[src/rtl/video_timing_pkg.sv]
// video_timing_pkg: shared 800x600 timing constants, coordinate/RGB widths and helpers
// for video_timing_gen and its axis counters.
package video_timing_pkg;

   // Coordinate and counter width; covers totals up to 2048 per axis
   localparam int unsigned COORD_W = 11;
   localparam int unsigned RGB_W   = 24;

   typedef logic [COORD_W-1:0] coord_t;
   typedef logic [RGB_W-1:0]   rgb_t;

   localparam rgb_t BLACK = 24'h000000;

   // Sum of the four segments of one axis
   function automatic int unsigned axis_total(input int unsigned sync, input int unsigned back,
                                              input int unsigned disp, input int unsigned front);
      return sync + back + disp + front;
   endfunction

   // 800x600 timing
   localparam int unsigned H_SYNC_800  = 120;
   localparam int unsigned H_BACK_800  = 64;
   localparam int unsigned H_DISP_800  = 800;
   localparam int unsigned H_FRONT_800 = 56;
   localparam int unsigned V_SYNC_800  = 6;
   localparam int unsigned V_BACK_800  = 23;
   localparam int unsigned V_DISP_800  = 600;
   localparam int unsigned V_FRONT_800 = 37;

   localparam int unsigned H_TOTAL_800 =
      axis_total(H_SYNC_800, H_BACK_800, H_DISP_800, H_FRONT_800);
   localparam int unsigned V_TOTAL_800 =
      axis_total(V_SYNC_800, V_BACK_800, V_DISP_800, V_FRONT_800);

endpackage

[src/rtl/vtg_axis_counter.sv]
// vtg_axis_counter: wrap counter for one video axis with carry-out and a
// sync / active-window decode. Segment order is sync, back porch, active, front porch.
module vtg_axis_counter
   import video_timing_pkg::*;
#(
   parameter int unsigned Sync  = 4,
   parameter int unsigned Back  = 4,
   parameter int unsigned Disp  = 16,
   parameter int unsigned Front = 4
) (
   input  logic   clk_i,
   input  logic   rst_i,
   input  logic   en_i,
   output coord_t cnt_o,
   output logic   wrap_o,
   output logic   sync_o,
   output logic   active_o
);

   localparam int unsigned Total = axis_total(Sync, Back, Disp, Front);
   localparam coord_t Last     = coord_t'(Total - 1);
   localparam coord_t SyncEnd  = coord_t'(Sync);
   localparam coord_t ActStart = coord_t'(Sync + Back);
   localparam coord_t ActEnd   = coord_t'(Sync + Back + Disp);

   if (Total < 2 || Total > (1 << COORD_W)) begin : g_total_check
      $error("vtg_axis_counter: axis total out of range for the coordinate width");
   end

   coord_t cnt_d, cnt_q;

   // Next count: advance when enabled, wrap to 0 after the last position
   always_comb begin
      cnt_d = cnt_q;
      if (en_i) begin
         cnt_d = (cnt_q == Last) ? '0 : cnt_q + coord_t'(1);
      end
   end

   // Count register with synchronous reset
   always_ff @(posedge clk_i) begin
      if (rst_i) begin
         cnt_q <= '0;
      end else begin
         cnt_q <= cnt_d;
      end
   end

   assign cnt_o    = cnt_q;
   assign wrap_o   = en_i && (cnt_q == Last);
   assign sync_o   = cnt_q < SyncEnd;
   assign active_o = (cnt_q >= ActStart) && (cnt_q < ActEnd);

endmodule

[src/rtl/video_timing_gen.sv]
// video_timing_gen: sync / data-enable generator with early pixel coordinates for the
// colour stage and a registered RGB888 output aligned to video_de.
// Optional build macro VTG_BLANK_RGB_EN: force video_rgb to black whenever video_de is 0.
module video_timing_gen
   import video_timing_pkg::*;
#(
   parameter int unsigned H_SYNC   = H_SYNC_800,
   parameter int unsigned H_BACK   = H_BACK_800,
   parameter int unsigned H_DISP   = H_DISP_800,
   parameter int unsigned H_FRONT  = H_FRONT_800,
   parameter int unsigned V_SYNC   = V_SYNC_800,
   parameter int unsigned V_BACK   = V_BACK_800,
   parameter int unsigned V_DISP   = V_DISP_800,
   parameter int unsigned V_FRONT  = V_FRONT_800,
   parameter bit          SYNC_POL = 1'b1,
   parameter int unsigned LEAD     = 2
) (
   input  logic               pixel_clk,
   input  logic               sys_rst,
   input  logic [RGB_W-1:0]   pixel_data,
   output logic [COORD_W-1:0] pixel_xpos,
   output logic [COORD_W-1:0] pixel_ypos,
   output logic               data_req,
   output logic               video_hs,
   output logic               video_vs,
   output logic               video_de,
   output logic [RGB_W-1:0]   video_rgb,
   output logic               frame_start
);

   localparam int unsigned H_ACT0 = H_SYNC + H_BACK;
   // Request window is the active window shifted LEAD columns earlier
   localparam coord_t REQ_X0 = coord_t'(H_ACT0 - LEAD);
   localparam coord_t REQ_X1 = coord_t'(H_ACT0 + H_DISP - LEAD);
   localparam coord_t ACT_Y0 = coord_t'(V_SYNC + V_BACK);

   if (LEAD < 1 || LEAD > 8) begin : g_lead_range
      $error("video_timing_gen: LEAD must be in 1..8");
   end
   if (LEAD >= H_ACT0) begin : g_lead_porch
      $error("video_timing_gen: LEAD must be smaller than H_SYNC+H_BACK");
   end

   coord_t h_cnt, v_cnt;
   logic   h_wrap, h_sync, h_act;
   logic   v_wrap_unused, v_sync, v_act;

   vtg_axis_counter #(
      .Sync  (H_SYNC),
      .Back  (H_BACK),
      .Disp  (H_DISP),
      .Front (H_FRONT)
   ) u_h_axis (
      .clk_i    (pixel_clk),
      .rst_i    (sys_rst),
      .en_i     (1'b1),
      .cnt_o    (h_cnt),
      .wrap_o   (h_wrap),
      .sync_o   (h_sync),
      .active_o (h_act)
   );

   vtg_axis_counter #(
      .Sync  (V_SYNC),
      .Back  (V_BACK),
      .Disp  (V_DISP),
      .Front (V_FRONT)
   ) u_v_axis (
      .clk_i    (pixel_clk),
      .rst_i    (sys_rst),
      .en_i     (h_wrap),
      .cnt_o    (v_cnt),
      .wrap_o   (v_wrap_unused),
      .sync_o   (v_sync),
      .active_o (v_act)
   );

   logic   req_d, de_d, hs_d, vs_d, fs_d;
   coord_t xpos_d, ypos_d;
   rgb_t   rgb_d;

   logic   req_q, de_q, hs_q, vs_q, fs_q;
   coord_t xpos_q, ypos_q;
   rgb_t   rgb_q;

   // Decode the current counter state into next output values
   always_comb begin
      req_d  = v_act && (h_cnt >= REQ_X0) && (h_cnt < REQ_X1);
      de_d   = h_act && v_act;
      hs_d   = h_sync ? SYNC_POL : ~SYNC_POL;
      vs_d   = v_sync ? SYNC_POL : ~SYNC_POL;
      fs_d   = (h_cnt == '0) && (v_cnt == '0);
      // Subtraction only inside the window, so it cannot underflow
      xpos_d = req_d ? (h_cnt - REQ_X0) : '0;
      ypos_d = req_d ? (v_cnt - ACT_Y0) : '0;
`ifdef VTG_BLANK_RGB_EN
      rgb_d  = de_d ? pixel_data : BLACK;
`else
      rgb_d  = pixel_data;
`endif
   end

   // Output registers; reset forces inactive sync and zeroed data
   always_ff @(posedge pixel_clk) begin
      if (sys_rst) begin
         req_q  <= 1'b0;
         de_q   <= 1'b0;
         hs_q   <= ~SYNC_POL;
         vs_q   <= ~SYNC_POL;
         fs_q   <= 1'b0;
         xpos_q <= '0;
         ypos_q <= '0;
         rgb_q  <= BLACK;
      end else begin
         req_q  <= req_d;
         de_q   <= de_d;
         hs_q   <= hs_d;
         vs_q   <= vs_d;
         fs_q   <= fs_d;
         xpos_q <= xpos_d;
         ypos_q <= ypos_d;
         rgb_q  <= rgb_d;
      end
   end

   assign data_req    = req_q;
   assign video_de    = de_q;
   assign video_hs    = hs_q;
   assign video_vs    = vs_q;
   assign frame_start = fs_q;
   assign pixel_xpos  = xpos_q;
   assign pixel_ypos  = ypos_q;
   assign video_rgb   = rgb_q;

endmodule

[config.mk]
export PLATFORM = sky130hd
export DESIGN_NAME = video_timing_gen
export DESIGN_NICKNAME = d
export VERILOG_FILES = /design/src/rtl/video_timing_pkg.sv /design/src/rtl/vtg_axis_counter.sv /design/src/rtl/video_timing_gen.sv
export SDC_FILE = /design/constraint.sdc
export NUM_CORES = 1
export LEC_CHECK = 0
export CAP_MARGIN = 25
export CORE_UTILIZATION = 52
export CTS_BUF_LIST = sky130_fd_sc_hd__clkbuf_4 sky130_fd_sc_hd__clkbuf_8 sky130_fd_sc_hd__clkbuf_16
export DETAILED_ROUTE_END_ITERATION = 6
export GPL_ROUTABILITY_DRIVEN = 0
export GPL_TIMING_DRIVEN = 0
export PLACE_DENSITY = 0.95
export SLEW_MARGIN = 25
export SYNTH_ARGS = -nofsm -noshare
export SYNTH_HDL_FRONTEND = slang
export SYNTH_SLANG_ARGS = --single-unit
[constraint.sdc]
create_clock -name pixel_clk -period 3.89 [get_ports pixel_clk]
set_input_delay 0.389 -clock pixel_clk [delete_from_list [all_inputs] [get_ports pixel_clk]]
set_output_delay 0.389 -clock pixel_clk [all_outputs]
set_load 0.05 [all_outputs]
# After elaboration in Yosys (flattened, before gate mapping)
# Index checks and enable logic that the tools add are counted.
[op_classes] n_bitwise=1 n_lt_le_gt_ge=8 muxes=3 reduce_logical=10 n_addsub=4 eq_ne=2
[ops] op="11-bit by 10-bit less-than comparator with 1-bit output (second input constant)" count=3
[ops] op="11-bit by 1-bit adder with 11-bit output (second input constant)" count=2
[ops] op="11-bit by 8-bit >= comparator with 1-bit output (second input constant)" count=2
[ops] op="11-bit logical NOT" count=2
[ops] op="11-bit by 10-bit == test with 1-bit output (second input constant)" count=1
[ops] op="11-bit == test (second input constant)" count=1
[ops] op="11-bit by 5-bit >= comparator with 1-bit output (second input constant)" count=1
[ops] op="11-bit by 3-bit less-than comparator with 1-bit output (second input constant)" count=1
[ops] op="11-bit by 7-bit less-than comparator with 1-bit output (second input constant)" count=1
[ops] op="11-bit two-way mux" count=1
[ops] op="11-bit by 5-bit subtractor with 11-bit output (second input constant)" count=1
[ops] op="11-bit by 8-bit subtractor with 11-bit output (second input constant)" count=1
[ops] op="1-bit logical AND" count=6
[ops] op="2-bit OR reduction" count=2
[ops] op="1-bit two-way mux" count=2
[ops] op="1-bit NOT" count=1
[totals] input_bits=26 register_bits=73 elab_cells=38 out_inout_bits=51

# Longest topological paths before layout
[logic_depth] depth_word=6 depth_mapped=8 mapped_depth_nobuf=6

# By module
# From an unflattened synthesis, not the netlist that was laid out.
[unflattened] hier_cells=308 hier_area_um2=2915.3
[modules_own_cells] mod="video_timing_gen" cells_each=167 area_per_inst_um2=1725.4 n_inst=1 seq_area_each_um2=1021.0
[modules_own_cells] mod="vtg_axis_counter at u_v_axis" cells_each=71 area_per_inst_um2=596.8 n_inst=1 seq_area_each_um2=220.2
[modules_own_cells] mod="vtg_axis_counter at u_h_axis" cells_each=70 area_per_inst_um2=593.1 n_inst=1 seq_area_each_um2=220.2

# Worst setup path after synthesis
# No wires, ideal clock.
[synth_timing] path_kind="register to register" from="register u_h_axis.cnt_q[1], in the netlist u_h_axis.cnt_o[1]" to="register u_v_axis.cnt_q[7], in the netlist u_v_axis.cnt_o[7]" path_stages_with_launch=8 period_less_slack_ps=1866 required_ps=3822 setup_ps=68 n_path_buf=2 t_arrival_ps=1798 slack_ps=2024 cell_sequence="dfxtp_1 > ha_1 > and3_1 > clkbuf_1 > nand3_2 > buf_6 > or4_4 > a21oi_2"
[synth_via] elab_chain_len=1
[synth_rtl] item="start, declared" line="vtg_axis_counter.sv:30" rtl="coord_t cnt_d, cnt_q;"
[synth_rtl] item="start signal, assigned" line="vtg_axis_counter.sv:45" rtl="cnt_q <= cnt_d;"
[synth_rtl] item="11-bit == test" line="vtg_axis_counter.sv:50" rtl="assign wrap_o = en_i && (cnt_q == Last);"
[synth_rtl] item="end signal, assigned" line="vtg_axis_counter.sv:45"
[synth_rtl] item="end, declared" line="vtg_axis_counter.sv:30"
# Every way passes these cells.
# A chain may end at the register's enable or synchronous reset.

# Worst setup path after layout
[layout_timing] from="register u_v_axis.cnt_q[1], in the netlist u_v_axis.cnt_o[1]" to="register u_v_axis.cnt_q[10], in the netlist u_v_axis.cnt_o[10]"
[layout_via] elab_chain_len=2 word_cells_on_any_way=3 classes_between="add/sub: 1; eq/ne: 1; mux: 1"
[layout_rtl] item="11-bit by 1-bit adder with 11-bit output or 11-bit by 10-bit == test with 1-bit output (tied branches)"
[layout_rtl] item="11-bit two-way mux (*)" line="vtg_axis_counter.sv:36" rtl="cnt_d = (cnt_q == Last) ? '0 : cnt_q + coord_t'(1);"
# Every way passes the cells marked *; elsewhere a longest branch is shown, timed or not.

==> out/results.tsv <==
metric	value	unit
status	finished clean	
antenna_cells	0	
crit_path_max_fanout	10	
ir_worst_vdd	240.4	µV
synthesis.area	2990	µm²
crit_chain	clkbuf_1, inv_1, ha_1, and4b_1, nand3_1, or4b_1, o22ai_1	
worstReg2RegEnd	u_v_axis.cnt_o[10]	
hold_ws	0.5007	ns
clockPowerShare	35.8	%
drive_gt1_share	7.579	%
place_hpwl	5019	µm
fin_nets	439	
required	4.17	ns
yosys_warnings	0	
fin_skew	0.008035	ns
cts-root-buf	clkbuf_8	
synth_cell_type_count	51	
num_io_pins	77	
hold_depth	1	
hold_end	u_h_axis.cnt_o[0]	
finalSetupViolations	0	
combPwrFrac	10.5	%
die_area	6058	µm²
synth_edf_count	0	
cp.buffers_inverters	2	
ctsLongestPathBuffers	2	
finalHoldViolations	0	
period_share	56.21	%
setup_tns	0	ns
cts-buffers-inserted	9	
total_power	1.443	mW
hp-class	reg -> reg	
drt_iter0_drc	294	
grt_pass1_vias	2518	
synth_cells	319	
power.leakage	1.507	nW
switching_power	366.9	µW
fin_util	72.13	%
avgSynthCellArea	9.374	µm²
start_kind	flop	
post-cts-setup-buffers	0	
ff2ff_path_depth	7	
power.density	361.2	nW/µm²
r2r-start	u_v_axis.cnt_o[1]	
cts.sinks	73	
vias	2656	
p_int	1.077	mW
slew_headroom	58.32	%
htreeDepth	3	
die_h	77.84	µm
core	5540	µm²
clk_latency	0.35	ns
crit_family	simple AND/OR/NAND/NOR gates	
drc_errors	0	
seq_power_share	53.7	%
grt_remaining_overflow	0	
yosysSeqAreaShare	48.87	%
drv_cap	0	
synth_top_area_share	48.87	%
end_kind	flop	
syn_to_final_growth	33.64	%
setup_ws	1.704	ns
synth_nets	353	
slowest_stage	or4b_1	
async_flop_share	0	%
worst_setup_hold_path_clk_slew	0.07	ns
critPathArrivalTime	2.46	ns
routedWlPerCell	14.79	µm
std_cell_rows	27	
cts_hold_buf	0	
r2r_slack	1.70	ns
ys.flop_type	dfxtp_1	
finalCriticalPeriod	2.186	ns
rsz0062_at_grt	no	
synth.area.top_cells	dfxtp_1 49%, nor2b_1 5.4%, nor3_1 3.8%	
pre_cts_ws	1.743	ns
cts_tree	done	
start_util	53.97	%
slew_violations	0	
grt_max_degree	12	
grt_pass1_wl	11650	µm
die_x	77.84	µm
ys_ff_latch	73	
max_stage_delay	0.46	ns
yosysTopAreaCell	dfxtp_1	
netSwitchingFraction	25.42	%
drtPass1Iterations	4	
holdCritStartpoint	u_h_axis.cnt_o[0]	
worst_pin_slew	0.6195	ns
criticalPathCategory	reg -> reg	
io_buffers	75	
grt_use_total	24.78	%
clock.fmax	0.4574	GHz
antenna_found_initial	0	
vias_per_cell	5.522	
cts_resized	0	
wirelength	7113	µm
detail-route-antenna-nets	0	
cells in the final DEF (no fill, tap or decap), types with 6 or more instances in the layout:
cell type | netlist | layout
a21oi_1 | 9 | 9
buf_2 | 6 | 6
clkbuf_1 | 16 | 16
clkbuf_8 | 0 | 10
clkdlybuf4s50_1 | 0 | 75
dfxtp_1 | 73 | 73
ha_1 | 8 | 8
inv_1 | 9 | 9
nand2_1 | 15 | 15
nand3_1 | 12 | 12
nand4_1 | 9 | 9
nor2_1 | 23 | 23
nor2b_1 | 26 | 26
nor3_1 | 23 | 23
nor4_1 | 6 | 6
o21ai_0 | 7 | 7
xnor2_1 | 13 | 13
xor2_1 | 9 | 9
cells by family (layout without fill, tap and decap cells):
| kind of cell | count (synthesis) | in the layout | share of synthesized area (%) |
|---|---|---|---|
| xor+xnor | 22 | 22 | 6.444 |
| flops | 73 | 73 | 48.87 |
| fa+ha+maj | 8 | 8 | 3.347 |
| buf+inv | 35 | 125 | 5.147 |
| compound gates | 41 | 41 | 9.415 |
| simple gates | 140 | 140 | 26.78 |
sequential cells by signal, summed over array words and instances, names as in the netlist:
name / flops
video_rgb: 24
pixel_xpos: 11
pixel_ypos: 11
u_h_axis.cnt_o: 11
u_v_axis.cnt_o: 11
data_req: 1
frame_start: 1
video_de: 1
video_hs: 1
video_vs: 1
through the flow:
step,cells,cell area (µm²)
6_report,481,3996
5_1_grt,481,3996
4_1_cts,481,3996
3_5_place_dp,466,3831
3_3_place_gp,466,3831
2_1_floorplan,319,2990
Yosys cell counts, types with 6 or more instances:
cell	count
dfxtp_1	73
nor2b_1	26
nor2_1	23
nor3_1	23
clkbuf_1	16
nand2_1	15
xnor2_1	13
nand3_1	12
a21oi_1	9
inv_1	9
nand4_1	9
xor2_1	9
ha_1	8
o21ai_0	7
buf_2	6
nor4_1	6
power by group through the flow:
| stage | clock, mW | sequential (mW) | combinational [mW] |
|---|---|---|---|
| 6_report | 0.516 | 0.775 | 0.152 |
| 5_1_grt | 0.555 | 0.777 | 0.160 |
| 4_1_cts | 0.513 | 0.776 | 0.152 |
| 3_5_place_dp | 0 | 0.792 | 0.151 |
| 3_3_place_gp | 0 | 0.792 | 0.148 |
| 2_1_floorplan | 0 | 0.848 | 0.0317 |
cell type report:
cell class / instances / area, µm²
fillers: 378 / 1544
flip-flops and latches: 73 / 1461
multi-input cells: 211 / 1375
repair buffers: 75 / 750.7
clock buffers: 11 / 145.1
plain buffers: 26 / 120.1
well taps: 72 / 90.09
inverters: 9 / 33.78
clock inverters: 4 / 20.02
metal layers:
metal	wire length (µm)	vias to the layer above	part of all wire, %	GRT usage [%]
met5	0	-	0	0
met1	2917	1233	41	30.04
met3	455	24	6.4	4.235
met2	3513	123	49	41.50
li1	-	1276	-	-
met4	226	0	3.2	13.77
worst max-delay path by stage:
stage,start,to,slack (ns),cells after the start
finish,u_v_axis.cnt_o[1],u_v_axis.cnt_o[10],1.70,7
global route,u_h_axis.cnt_o[1],u_v_axis.cnt_o[0],1.60,7
CTS,u_v_axis.cnt_o[1],u_v_axis.cnt_o[10],1.72,7
detailed placement,u_v_axis.cnt_o[1],u_v_axis.cnt_o[10],1.74,7
global placement,u_v_axis.cnt_o[1],u_v_axis.cnt_o[10],1.81,7
floorplan,u_h_axis.cnt_o[1],u_v_axis.cnt_o[7],2.02,7
No activity file was read; power rests on OpenSTA's default activity.
